`config.mk`:
```
export PLATFORM = sky130hd
export DESIGN_NAME = mem_arbiter
export DESIGN_NICKNAME = d
export VERILOG_FILES = /design/src/rtl/mem_arbiter_pkg.sv /design/src/rtl/mem_arbiter_arb_rr2.sv /design/src/rtl/mem_arbiter.sv
export SDC_FILE = /design/constraint.sdc
export NUM_CORES = 1
export LEC_CHECK = 0
export ABC_AREA = 1
export CORE_AREA = 2 2 87 80
export CTS_BUF_LIST = sky130_fd_sc_hd__clkbuf_4
export DETAILED_ROUTE_END_ITERATION = 10
export DIE_AREA = 0 0 89 82
export PLACE_DENSITY = 0.8
export SKIP_LAST_GASP = 1
export SYNTH_ARGS = -nofsm -noshare
export SYNTH_HDL_FRONTEND = slang
export SYNTH_SLANG_ARGS = --single-unit
```
`constraint.sdc`:
```
create_clock -name clk -period 2 [get_ports clk]
set_clock_uncertainty 0.15 [all_clocks]
set_input_delay 0.3 -clock clk [delete_from_list [all_inputs] [get_ports clk]]
set_output_delay 0.3 -clock clk [all_outputs]
set_load 0.01 [all_outputs]
```
`src/rtl/mem_arbiter_pkg.sv`:
```
//------------------------------------------------------------------------------
// mem_arbiter_pkg : shared widths, arbiter state encoding and master indices
// Revision 1.0 - initial release
//------------------------------------------------------------------------------
`default_nettype none

package mem_arbiter_pkg;

    localparam int ADDR_W = 16;
    localparam int DATA_W = 16;

    localparam logic M0 = 1'b0;
    localparam logic M1 = 1'b1;

    typedef enum logic [1:0] {
        ST_IDLE = 2'd0,
        ST_OWN0 = 2'd1,
        ST_OWN1 = 2'd2
    } state_t;

    function automatic state_t own_state(input logic idx);
        return (idx == M1) ? ST_OWN1 : ST_OWN0;
    endfunction

endpackage

`default_nettype wire

```
`src/rtl/mem_arbiter_arb_rr2.sv`:
```
//------------------------------------------------------------------------------
// arb_rr2 : two-input round-robin pick; on a tie the master that did not own
//           the bus last wins
// Revision 1.0 - initial release
//------------------------------------------------------------------------------
`default_nettype none

module arb_rr2
    import mem_arbiter_pkg::*;
(
    input  logic [1:0] req,
    input  logic       last_owner,
    output logic       valid,
    output logic       pick
);

    always_comb begin
        valid = |req;
        pick  = M0;
        case (req)
            2'b01:   pick = M0;
            2'b10:   pick = M1;
            2'b11:   pick = ~last_owner;
            default: pick = M0;
        endcase
    end

endmodule

`default_nettype wire

```
`src/rtl/mem_arbiter.sv`:
```
//------------------------------------------------------------------------------
// mem_arbiter : two-master arbiter for one shared single-cycle memory with
//               bounded bursts and registered read-data return
// Revision 1.0 - initial release
//------------------------------------------------------------------------------
`default_nettype none

module mem_arbiter
    import mem_arbiter_pkg::*;
#(
    parameter int MAX_BURST = 8
) (
    input  logic              clk,
    input  logic              rst,
    input  logic              m0_req,
    input  logic              m0_we,
    input  logic [ADDR_W-1:0] m0_addr,
    input  logic [DATA_W-1:0] m0_wdata,
    input  logic              m1_req,
    input  logic              m1_we,
    input  logic [ADDR_W-1:0] m1_addr,
    input  logic [DATA_W-1:0] m1_wdata,
    output logic              m0_gnt,
    output logic              m1_gnt,
    output logic [DATA_W-1:0] m0_rdata,
    output logic [DATA_W-1:0] m1_rdata,
    output logic              m0_rvalid,
    output logic              m1_rvalid,
    output logic [ADDR_W-1:0] mem_addr,
    output logic [DATA_W-1:0] mem_wdata,
    output logic              mem_we,
    input  logic [DATA_W-1:0] mem_rdata
);

    localparam int CNT_W = (MAX_BURST > 1) ? $clog2(MAX_BURST) : 1;
    localparam logic [CNT_W-1:0] CNT_LAST = CNT_W'(MAX_BURST - 1);

    state_t           state;
    state_t           state_nxt;
    logic [CNT_W-1:0] burst_cnt;
    logic [CNT_W-1:0] cnt_nxt;
    logic             last_owner;
    logic             last_nxt;
    logic             arb_valid;
    logic             arb_pick;
    logic             own_idx;
    logic             own_req;
    logic             oth_req;
    logic             m0_access;
    logic             m1_access;

    arb_rr2 u_arb (
        .req        ({m1_req, m0_req}),
        .last_owner (last_owner),
        .valid      (arb_valid),
        .pick       (arb_pick)
    );

    always_ff @(posedge clk or negedge rst) begin
        if (!rst) begin
            state      <= ST_IDLE;
            burst_cnt  <= '0;
            last_owner <= M1;
        end else begin
            state      <= state_nxt;
            burst_cnt  <= cnt_nxt;
            last_owner <= last_nxt;
        end
    end

    always_comb begin
        state_nxt = state;
        cnt_nxt   = burst_cnt;
        last_nxt  = last_owner;
        own_idx   = (state == ST_OWN1) ? M1 : M0;
        own_req   = (own_idx == M1) ? m1_req : m0_req;
        oth_req   = (own_idx == M1) ? m0_req : m1_req;
        case (state)
            ST_IDLE: begin
                cnt_nxt = '0;
                if (arb_valid) begin
                    state_nxt = own_state(arb_pick);
                    last_nxt  = arb_pick;
                end
            end
            ST_OWN0, ST_OWN1: begin
                if (own_req && (burst_cnt < CNT_LAST)) begin
                    cnt_nxt = burst_cnt + CNT_W'(1);
                end else if (oth_req) begin
                    // Burst limit reached or owner idle: hand over to the waiting master
                    state_nxt = own_state(~own_idx);
                    last_nxt  = ~own_idx;
                    cnt_nxt   = '0;
                end else if (own_req) begin
                    cnt_nxt = '0;
                end else begin
                    state_nxt = ST_IDLE;
                    cnt_nxt   = '0;
                end
            end
            default: begin
                state_nxt = ST_IDLE;
                cnt_nxt   = '0;
            end
        endcase
    end

    assign m0_gnt    = (state == ST_OWN0);
    assign m1_gnt    = (state == ST_OWN1);
    assign m0_access = m0_gnt & m0_req;
    assign m1_access = m1_gnt & m1_req;

    always_comb begin
        mem_addr  = '0;
        mem_wdata = '0;
        mem_we    = 1'b0;
        case (state)
            ST_OWN0: begin
                mem_addr  = m0_addr;
                mem_wdata = m0_wdata;
                mem_we    = m0_req & m0_we;
            end
            ST_OWN1: begin
                mem_addr  = m1_addr;
                mem_wdata = m1_wdata;
                mem_we    = m1_req & m1_we;
            end
            default: begin
                mem_addr  = '0;
                mem_wdata = '0;
                mem_we    = 1'b0;
            end
        endcase
    end

    // Read data is captured at the end of the access cycle and held until the next read
    always_ff @(posedge clk or negedge rst) begin
        if (!rst) begin
            m0_rdata  <= '0;
            m1_rdata  <= '0;
            m0_rvalid <= 1'b0;
            m1_rvalid <= 1'b0;
        end else begin
            m0_rvalid <= m0_access & ~m0_we;
            m1_rvalid <= m1_access & ~m1_we;
            if (m0_access && !m0_we) begin
                m0_rdata <= mem_rdata;
            end
            if (m1_access && !m1_we) begin
                m1_rdata <= mem_rdata;
            end
        end
    end

endmodule

`default_nettype wire
```
Yosys cells after proc, flatten, opt, wreduce, memory -nomap -nowiden

Index checks and enable logic that the tools add are counted.

Shifts and indexed selects: 0
Magnitude comparators: 1
Divide/modulo/power cells: 0
Multipliers: 0
Bitwise logic cells: 10
Equal/unequal tests: 8
Reductions and logical operators: 11
Muxes and demuxes: 20
Add/sub/neg operators: 1

Operators with widths:

| kind                                                | number |
|---|---|
| case mux 16 bit (2 select lines)                    | 2 |
| 2-to-1 mux 2 bit                                    | 6 |
| AND 1 bit                                           | 6 |
| equality test 2 bit, second input constant          | 3 |
| 2-to-1 mux 1 bit                                    | 6 |
| 2-to-1 mux 3 bit                                    | 2 |
| inequality test 2 bit, second input constant        | 3 |
| case mux 1 bit (2 select lines)                     | 3 |
| inverter 1 bit                                      | 4 |
| case mux 2 bit (2 select lines)                     | 1 |
| AND reduction 4 bit                                 | 1 |
| OR reduction 2 bit                                  | 2 |
| adder 3 x 1 -> 3 bit, second input constant         | 1 |
| logical AND 1 bit                                   | 3 |
| < comparator 3 bit, second input constant           | 1 |
| inequality test 3 bit, second input constant        | 1 |
| AND reduction 3 bit                                 | 1 |
| equality test 2 x 1 -> 1 bit, second input constant | 1 |
| zero test 1 bit                                     | 2 |
| zero test 2 bit                                     | 1 |
| nonzero test 2 bit                                  | 1 |

Memories kept: 0
Bits of input ports: 86
Memory bits (writable): 0
Register bits: 40
Output and inout bits: 69
Bits in latches: 0
ROM bits: 0

Logic depth before layout (Yosys ltp)

Gate-level depths: netlist of the first run.

Depth after elaboration: 7
Gate-level depth with buffers: 12

Hierarchy

A second synthesis of the first run with hierarchy kept.

Cells, all modules: 301
Area, all modules: 2,387.3 um2

Modules (own cells, without submodules):

| module      | area an instance (um2) | cells an instance | seq. area each (um2) | times used |
|---|---|---|---|---|
| mem_arbiter | 2,372.3                | 298               | 1,002.2              | 1 |
| arb_rr2     | 15.0                   | 3                 | 0.0                  | 1 |

Least setup slack after synthesis of the first run

No wires, ideal clock.

Path type: reg-to-output
Start: register state[0]
End: output port mem_addr[0]
Path buffers: 2
Cell stages (with the launch flop): 7
Setup slack: 0.092 ns
Arrival: 1.458 ns
Cell sequence: dfrtp_1 inv_1 ha_1 clkbuf_1 clkbuf_1 nand2_1 a21oi_1

Word-level cells in the longest chain between the ends: 2

Ends and longest elaborated chain:

| element                          | RTL line           | RTL |
|---|---|---|
| start, declared                  | mem_arbiter.sv:38  | `state_t state;` |
| start signal, assigned           | mem_arbiter.sv:65  | `state <= state_nxt;` |
| equality test 2 bit              | -                  |  |
| named net m1_gnt                 | mem_arbiter.sv:24  | `output logic m1_gnt,` |
| case mux 16 bit (2 select lines) | mem_arbiter.sv:117 | `case (state)` |
| end, declared                    | mem_arbiter.sv:29  | `output logic [ADDR_W-1:0] mem_addr,` |

The timed path passes the listed nets, and every way through them passes these cells.

Final worst setup path of the first run

Start: register state[1]
End: output port mem_wdata[8]

Word-level cells in the longest chain between the ends: 2

Ends and longest elaborated chain:

| element                                                                    | RTL line           | RTL |
|---|---|---|
| equality test 2 bit / equality test 2 x 1 -> 1 bit (equally long branches) | mem_arbiter.sv:117 |  |
| case mux 16 bit (2 select lines) *                                         | mem_arbiter.sv:117 |  |
| end, declared                                                              | mem_arbiter.sv:30  | `output logic [DATA_W-1:0] mem_wdata,` |

Mark *: on every way between the ends. The rest lies on a longest branch, timed or not.

==> flow_metrics.tcl, run 1 <==
set metrics [dict create \
    status "complete, but fails checks" \
    violations "setup timing" \
    arrival_ps 1820 \
    area_growth_pct 95.2 \
    cts_tree "done" \
    clockBufferDepth 2 \
    place_ws_ps -211 \
    worst-path-buf-inv 4 \
    synth_xor_area_share_pct 0.391 \
    grt_pass1_wl_mm 12.0 \
    finalWeightedCongestion 0.856 \
    tightest_slew_ps 465 \
    cts.sinks 40 \
    hold_class "in2async" \
    ant_nets 0 \
    core_region_area_sq_um 6450 \
    grt_setup_unrepaired "yes" \
    leakage_nw 1.99 \
    setup_viol_count_final 31 \
    synth_fp_nets 390 \
    ys_types 23 \
    start_util_pct 34.7 \
    yosys.area_share.simple_pct 24.3 \
    ioPinCount 155 \
    synth_seq_cells 40 \
    slew_viol_final 0 \
    timing.rr.start "state[0]" \
    drive_gt1_share_pct 28.8 \
    min_period_over_period_pct 114 \
    final_cells 566 \
    dieArea_sq_um 7300 \
    ff2ff_path_depth 11 \
    tns_ps -2190 \
    overflow 0 \
    drt-initial-drc-count 69 \
    synth_top_family_by_area "simple AND/OR/NAND/NOR gates" \
    die_w_um 89 \
    first_pass_iters 6 \
    clock_tree.root_cell "clkbuf_4" \
    antenna_found_initial 0 \
    peakVddDrop_mv 0.895 \
    avgSynthCellArea_sq_um 7.51 \
    synth-compound-area-share_pct 18.2 \
    criticalPathCategory "reg2out" \
    htree_num_levels 2 \
    syn_inst 298 \
    clk_latency_ps 330 \
    yosysSeqAreaShare_pct 44.8 \
    syn_area_sq_um 2240 \
    wire_per_inst_um 15.5 \
    cpLargestDelayFamily "buffers and inverters" \
    crit_path_max_incr_delay_ps 410 \
    drc_errors 0 \
    cap_violations 0 \
    row_count 28 \
    powerDensity_nw_per_um2 1370 \
    worstSetupEndpointType "output port" \
    numCtsBuffers 5 \
    setup_ws_ps -273 \
    wirelength_mm 8.77 \
    synth_mux_area_share_pct 0 \
    power_mw 5.98 \
    busiest_layer "met2" \
    ys_warn_count 0 \
    grt_max_degree 33 \
    viasPerCell 4.75 \
    hold_viol 0 \
    grt_use_met2_pct 36.2 \
    diodes 0 \
    final_util_pct 67.8 \
    dp_cells 542 \
    slew_headroom_pct 69.0 \
    max_freq_mhz 440 \
    synth_fa_ha_area_share_pct 3.35 \
    crit_path_cell_trace "inv_2, ha_4, buf_16, buf_12, nand2_1, a21oi_2, buf_2" \
    timing.rr.end "state[0]" \
    grtUsageMet3_pct 10.4 \
    die_h_um 82 \
    io_buffers 154 \
    period_minus_slack_ps 2270 \
    cpMaxStageDelayCell "dfrtp_1" \
    finish.net_count 567 \
    grt_use_total_pct 21.1 \
    clk_pin_slew_ps 110 \
    cp.required_ps 1550 \
    crit_path_max_fanout 13 \
    grt_pass1_vias 2516 \
    vias 2690 \
    r2r_setup_slack_ps 120 \
    dpl.hpwl_mm 5.65 \
    cp-start-kind "flop" \
    grt.met1_usage_pct 22.0 \
]
## sequential cells by signal, indices dropped and copies added (netlist names)
register    count
burst_cnt       3
last_owner      1
m0_rdata       16
m0_rvalid       1
m1_rdata       16
m1_rvalid       1
state           2
## per-stage QoR
step,cell area (sq um),hold WS (ps)
after floorplan,2240,-146
after global placement,3990,126
after detailed placement,3990,128
after CTS,4150,278
after global routing,4370,322
final,4370,290
## synthesized netlist by cell type (all sizes together)
cell type / number / area, sq um
xnor2: 1 / 8.76
inv: 28 / 105
o21ai: 33 / 225
a21oi: 35 / 175
o22ai: 1 / 6.26
buf: 11 / 70.1
nor3: 1 / 16.3
dfstp: 1 / 26.3
nor2: 5 / 21.3
nand2: 121 / 459
nand3: 8 / 40.0
dfrtp: 39 / 976
clkbuf: 7 / 27.5
nand4: 1 / 6.26
ha: 6 / 75.1
## logic make-up (layout without fill, tap and decap cells)
| family | count (synthesis) | count (layout) |
|---|---|---|
| xor gates and xnor gates | 1 | 1 |
| AOI/OAI and AO/OA | 69 | 69 |
| and+or+nand+nor | 136 | 136 |
| adders and majority gates | 6 | 6 |
| buffers and inverters | 46 | 224 |
| DFF | 40 | 40 |
## worst max-delay path by stage
stage	from	endpoint	slack, ps	cells after the start
floorplan	state[0]	mem_addr[0]	90	6
global placement	state[0]	mem_addr[1]	-170	6
detailed placement	state[0]	mem_addr[1]	-210	6
CTS	state[0]	mem_addr[1]	-150	6
global route	state[0]	mem_wdata[8]	-370	7
finish	state[1]	mem_wdata[8]	-270	7
## timing repair
item                                    4_1_cts  5_1_grt
gates cloned                                  4        2
gates resized for setup                     158       45
hold endpoints to repair                     18        0
buffers inserted                              8        2
pin swaps                                     4        6
endpoints found under the setup margin       35       35
hold buffers                                  1        0
## layout make-up
cell class              instances  area [sq um]
clock buffers                   6          45.0
clock inverters                 2          11.3
fillers                       507          2080
inverters                      28           113
multi-input cells             212          1230
flip-flops and latches         40          1000
well taps                      90           113
repair buffers                188          1850
## worst reg2reg max path, cell delays in order, from the launching register on
cell	delay, ps
dfrtp_1	420
inv_2	120
ha_4	230
buf_6	130
buf_4	150
nand3_1	110
nand2_1	90
nand2_2	120
nand2_1	60
nor2_1	120
nand2_1	80
nand2_1	50
## placed cells by master (no fill, tap or decap)
cell,synthesis,final
a21oi_1,35,10
a21oi_2,0,23
a21oi_4,0,2
buf_12,0,6
buf_16,0,3
buf_2,5,30
buf_4,0,16
buf_6,3,8
buf_8,0,2
clkbuf_16,0,2
clkbuf_4,0,6
clkdlybuf4s15_1,0,1
clkdlybuf4s50_1,0,118
clkinv_1,0,1
clkinvlp_4,0,1
dfrtp_1,39,39
dfstp_2,1,1
dlygate4sd2_1,0,1
dlygate4sd3_1,0,1
ha_1,6,2
ha_4,0,4
inv_1,25,22
inv_2,3,5
inv_8,0,1
nand2_1,119,114
nand2_2,2,5
nand2_4,0,2
nand3_1,8,7
nand3_4,0,1
nand4_1,1,1
nor2_1,4,4
nor2_2,1,1
nor3_4,1,1
o21ai_0,14,14
o21ai_1,3,3
o21ai_2,16,16
o22ai_2,0,1
xnor2_1,1,1
## routing by layer
metal / wire, um / part of all wire, %
met4: 181 / 2.1
met1: 3160 / 36
met3: 1140 / 13
met5: 0 / 0
met2: 4290 / 49
## where the power goes
group | internal (mW) | switching [mW]
Clock | 0.148 | 0.252
Combinational | 2.19 | 2.02
Sequential | 1.17 | 0.194
Total | 3.51 | 2.47
Note: power is estimated with default switching activity, not from simulation.
==> run 2, diff against run 1 <==
--- a/config.mk
+++ b/config.mk
@@ -11,7 +11,6 @@
 export DETAILED_ROUTE_END_ITERATION = 10
 export DIE_AREA = 0 0 89 82
 export PLACE_DENSITY = 0.8
-export SKIP_LAST_GASP = 1
 export SYNTH_ARGS = -nofsm -noshare
 export SYNTH_HDL_FRONTEND = slang
 export SYNTH_SLANG_ARGS = --single-unit
==> run 2 against run 1 <==
- the flow still finishes with violations (setup timing)
- core utilization increased by 0.91 points
- cell area rose by 1.3%
- sequential cell count unchanged
- via count is 1.8% higher
- maximum frequency is 5.5% higher
- sequential power about the same
- combinational power about the same
- total power increased by 0.28%
- count of clock-buffer cells in the layout did not move
- non-clock buffer count rose by 1
- critical path depth unchanged
- largest power group unchanged
==> flow_metrics.tcl, run 2 (synthesized netlist as in run 1, its figures left out) <==
set metrics [dict create \
    hold_class "in2async" \
    drt-initial-drc-count 64 \
    crit_path_cell_trace "inv_2, ha_4, buf_12, buf_6, nand2_2, a21oi_2, buf_4" \
    grt_max_degree 33 \
    crit_path_max_fanout 6 \
    htree_num_levels 2 \
    row_count 28 \
    ff2ff_path_depth 11 \
    clk_latency_ps 330 \
    powerDensity_nw_per_um2 1350 \
    grt_pass1_wl_mm 11.7 \
    start_util_pct 34.7 \
    grt_use_total_pct 20.8 \
    place_ws_ps -211 \
    timing.rr.start "state[0]" \
    vias 2739 \
    wire_per_inst_um 15.8 \
    dieArea_sq_um 7300 \
    cts.sinks 40 \
    cap_violations 0 \
    arrival_ps 1700 \
    drc_errors 0 \
    largestRegisters "m0_rdata: 16 flops, m1_rdata: 16 flops, burst_cnt: 3 flops" \
    first_pass_iters 4 \
    finish.net_count 568 \
    cp.required_ps 1550 \
    io_buffers 154 \
    cpMaxStageDelayCell "dfrtp_1" \
    leakage_nw 2.01 \
    die_w_um 89 \
    viasPerCell 4.83 \
    diodes 0 \
    criticalPathCategory "reg2out" \
    tightest_slew_ps 465 \
    peakVddDrop_mv 0.885 \
    min_period_over_period_pct 108 \
    setup_ws_ps -154 \
    antenna_found_initial 0 \
    worstSetupEndpointType "output port" \
    dpl.hpwl_mm 5.65 \
    ant_nets 0 \
    cts_tree "done" \
    area_growth_pct 97.9 \
    core_region_area_sq_um 6450 \
    mostFrequentLayoutCell "clkdlybuf4s50_1" \
    die_h_um 82 \
    cpLargestDelayFamily "buffers and inverters" \
    clockBufferDepth 2 \
    grt_pass1_vias 2521 \
    period_minus_slack_ps 2150 \
    ioPinCount 155 \
    place_area_sq_um 3990 \
    grt_setup_unrepaired "yes" \
    fin_area_sq_um 4430 \
    numCtsBuffers 5 \
    crit_path_max_incr_delay_ps 410 \
    status "complete, but fails checks" \
    finalWeightedCongestion 0.856 \
    hold_viol 0 \
    clock_tree.root_cell "clkbuf_4" \
    wirelength_mm 8.94 \
    r2r_setup_slack_ps 140 \
    drive_gt1_share_pct 32.7 \
    slew_viol_final 0 \
    overflow 0 \
    setup_viol_count_final 33 \
    cp-start-kind "flop" \
    tns_ps -2220 \
    clk_pin_slew_ps 110 \
    violations "setup timing" \
    layout_common_cells "clkdlybuf4s50_1, nand2_1, dfrtp_1, buf_2, a21oi_2" \
    max_freq_mhz 464 \
    worst-path-buf-inv 4 \
    timing.rr.end "state[0]" \
    slew_headroom_pct 69.0 \
]
run 2: worst max path at each step:
stage,depth (start not counted),endpoint,slack (ps),from
after floorplan,6,mem_addr[0],90,state[0]
after global placement,6,mem_addr[1],-170,state[0]
after detailed placement,6,mem_addr[1],-210,state[0]
after CTS,7,mem_addr[9],-110,state[1]
after global routing,7,mem_addr[13],-240,state[0]
final,7,mem_addr[6],-150,state[1]
run 2: routing by layer:
layer	share of wire, %	GRT usage [%]	vias to the layer above
li1	-	-	1301
met1	36	21.9	1253
met2	47	36.3	150
met3	12	8.84	35
met4	4.6	8.81	0
met5	0	0	-
run 2: cell type report:
cell class                      instances  area (sq um)
Clock buffer                            6          45.0
Clock inverter                          2          11.3
Fill cell                             506          2020
Inverter                               28           110
Multi-Input combinational cell        212          1280
Sequential cell                        40          1000
Tap cell                               90           113
Timing Repair Buffer                  189          1860
run 2: repair_timing:
| action | CTS | global route |
|---|---|---|
| pin swaps | 8 | 6 |
| hold buffers | 1 | 0 |
| hold endpoints to repair | 18 | 0 |
| cloned | 4 | 2 |
| setup endpoints to repair | 35 | 35 |
| resized for setup | 170 | 54 |
| setup buffers | 8 | 2 |
run 2: stage by stage:
stage                     util (%)  hold slack, ps  power, mW  instances
after floorplan                  -            -146       2.86        298
after global placement        61.9             126       4.59        542
after detailed placement      61.9             128       4.67        542
after CTS                     64.8             278       5.49        563
after global routing          68.7             322       6.38        567
final                         68.7             289       5.99        567
run 2: where the power goes:
group,internal [mW],total [mW],switching (mW)
Clock,0.148,0.397,0.249
Combinational,2.19,4.23,2.05
Sequential,1.17,1.36,0.195
Total,3.50,5.99,2.49
==> run 3, diff against run 2 <==
--- a/config.mk
+++ b/config.mk
@@ -10,6 +10,7 @@
 export CTS_BUF_LIST = sky130_fd_sc_hd__clkbuf_4
 export DETAILED_ROUTE_END_ITERATION = 10
 export DIE_AREA = 0 0 89 82
+export GPL_TIMING_DRIVEN = 0
 export PLACE_DENSITY = 0.8
 export SYNTH_ARGS = -nofsm -noshare
 export SYNTH_HDL_FRONTEND = slang
==> run 3 against run 2 <==
- the run still ends with setup timing left
- worst hold slack improved by 24 ps
- clock power grew 4%
- sequential cell count did not move
- cell area up 0.25%
- global-route usage increased by 0.39 points
==> flow_metrics.tcl, run 3 (synthesized netlist as in run 1, its figures left out) <==
set metrics [dict create \
    status "complete, but fails checks" \
    violations "setup timing" \
    cp.required_ps 1550 \
    vias 2744 \
    swShare_pct 41.9 \
    finish.net_count 570 \
    worstSetupEndpointType "output port" \
    die_h_um 82 \
    arrival_ps 1740 \
    diodes 0 \
    cap_violations 0 \
    area_growth_pct 98.4 \
    layout_common_cells "clkdlybuf4s50_1, nand2_1, dfrtp_1, buf_2, a21oi_2" \
    row_count 28 \
    grt_max_degree 41 \
    first_pass_iters 4 \
    grt_setup_unrepaired "yes" \
    power_frac_seq_pct 23.0 \
    crit_path_cell_trace "inv_2, ha_4, buf_12, clkbuf_16, nand2_1, a21oi_2, buf_2" \
    dieArea_sq_um 7300 \
    io_buffers 154 \
    wirelength_mm 9.11 \
    cts.sinks 40 \
    ff2ff_path_depth 13 \
    core_region_area_sq_um 6450 \
    min_period_over_period_pct 109 \
    drive_gt1_share_pct 34.0 \
    clock_tree.root_cell "clkbuf_4" \
    setup_viol_count_final 33 \
    grt_pass1_vias 2524 \
    grt_pass1_wl_mm 12.0 \
    grt_use_total_pct 21.1 \
    cp-start-kind "flop" \
    p_int_mw 3.49 \
    leakage_nw 2.01 \
    cpMaxStageDelayCell "dfrtp_1" \
    antenna_found_initial 0 \
    slew_viol_final 0 \
    tns_ps -4560 \
    clk_latency_ps 350 \
    powerDensity_nw_per_um2 1350 \
    peakVddDrop_mv 0.836 \
    ioPinCount 155 \
    cpLargestDelayFamily "buffers and inverters" \
    n_fill_cell 470 \
    criticalPathCategory "reg2out" \
    timing.rr.start "state[1]" \
    p_sw_mw 2.51 \
    wire_per_inst_um 16.0 \
    htree_num_levels 2 \
    largestRegisters "m0_rdata: 16 flops, m1_rdata: 16 flops, burst_cnt: 3 flops" \
    viasPerCell 4.82 \
    fin_area_sq_um 4440 \
    finalWeightedCongestion 0.845 \
    min_from "burst_cnt[0]" \
    numCtsBuffers 5 \
    crit_path_max_fanout 8 \
    tightest_slew_ps 843 \
    ant_nets 0 \
    die_w_um 89 \
    pwr-share-clk_pct 6.9 \
    overflow 0 \
    crit_path_max_incr_delay_ps 440 \
    mostFrequentLayoutCell "clkdlybuf4s50_1" \
    setup_ws_ps -188 \
    slew_headroom_pct 43.8 \
    r2r_setup_slack_ps 130 \
    drt-initial-drc-count 59 \
    hold_depth 1 \
    drc_errors 0 \
    start_util_pct 34.7 \
    worst-path-buf-inv 4 \
    clk_pin_slew_ps 120 \
    cts_tree "done" \
    combPwrFrac_pct 70.2 \
    max_freq_mhz 457 \
    timing.rr.end "state[0]" \
    dpl.hpwl_mm 5.74 \
    clockBufferDepth 2 \
    hold_class "reg2reg" \
    hold_viol 0 \
    place_area_sq_um 3890 \
    min_to "burst_cnt[0]" \
    period_minus_slack_ps 2190 \
]
run 3: routing by layer:
metal	GRT usage, %	up-vias	share of wire, %	routed length (um)
met5	0	-	0	0
met4	5.97	0	2.9	261
met3	8.14	28	11	1000
met2	38.3	140	48	4420
met1	23.0	1273	38	3430
li1	-	1303	-	-
run 3: what timing repair did:
| item | 4_1_cts | 5_1_grt |
|---|---|---|
| gates cloned | 3 | 4 |
| pin swaps | 3 | 11 |
| setup endpoints to repair | 35 | 35 |
| hold endpoints to repair | 39 | 0 |
| buffers inserted | 10 | 2 |
| hold buffers | 1 | 0 |
| resized for setup | 208 | 48 |
run 3: metrics by stage:
| step | hold WS (ps) | total power, mW | utilization [%] | std cells | setup WS, ps |
|---|---|---|---|---|---|
| global placement | 298 | 4.40 | 60.4 | 542 | -600 |
| floorplan | -146 | 2.86 | - | 298 | 91.7 |
| global route | 334 | 6.39 | 68.9 | 569 | -236 |
| CTS | 317 | 5.51 | 65.2 | 564 | -126 |
| detailed placement | 299 | 4.45 | 60.3 | 542 | -624 |
| finish | 312 | 6.00 | 68.9 | 569 | -188 |
run 3: cell type report:
cell class                 count  area [sq um]  area share, %
clock buffer                   6          45.0           1.01
tap                           90           113           2.54
inverter                      28           110           2.48
timing repair buffer         174          1620           36.4
multi-input combinational    212          1290           29.0
sequential                    40          1000           22.6
buffer                        17           255           5.75
clock inverter                 2          11.3          0.254
run 3: worst max-delay path by stage:
stage	slack, ps	start	endpoint	cells after the start
after floorplan	90	state[0]	mem_addr[0]	6
after global placement	-600	state[0]	mem_addr[14]	7
after detailed placement	-620	state[0]	mem_addr[14]	7
after CTS	-130	state[0]	mem_addr[9]	7
after global routing	-240	state[0]	mem_wdata[15]	7
final	-190	state[0]	mem_wdata[9]	7
run 3: power by group through the flow:
stage	Sequential [mW]	Combinational, mW	Clock [mW]
2_1_floorplan	1.52	1.34	0
3_3_place_gp	1.38	3.02	0
3_5_place_dp	1.39	3.07	0
4_1_cts	1.38	3.71	0.421
5_1_grt	1.42	4.51	0.459
6_report	1.38	4.21	0.412
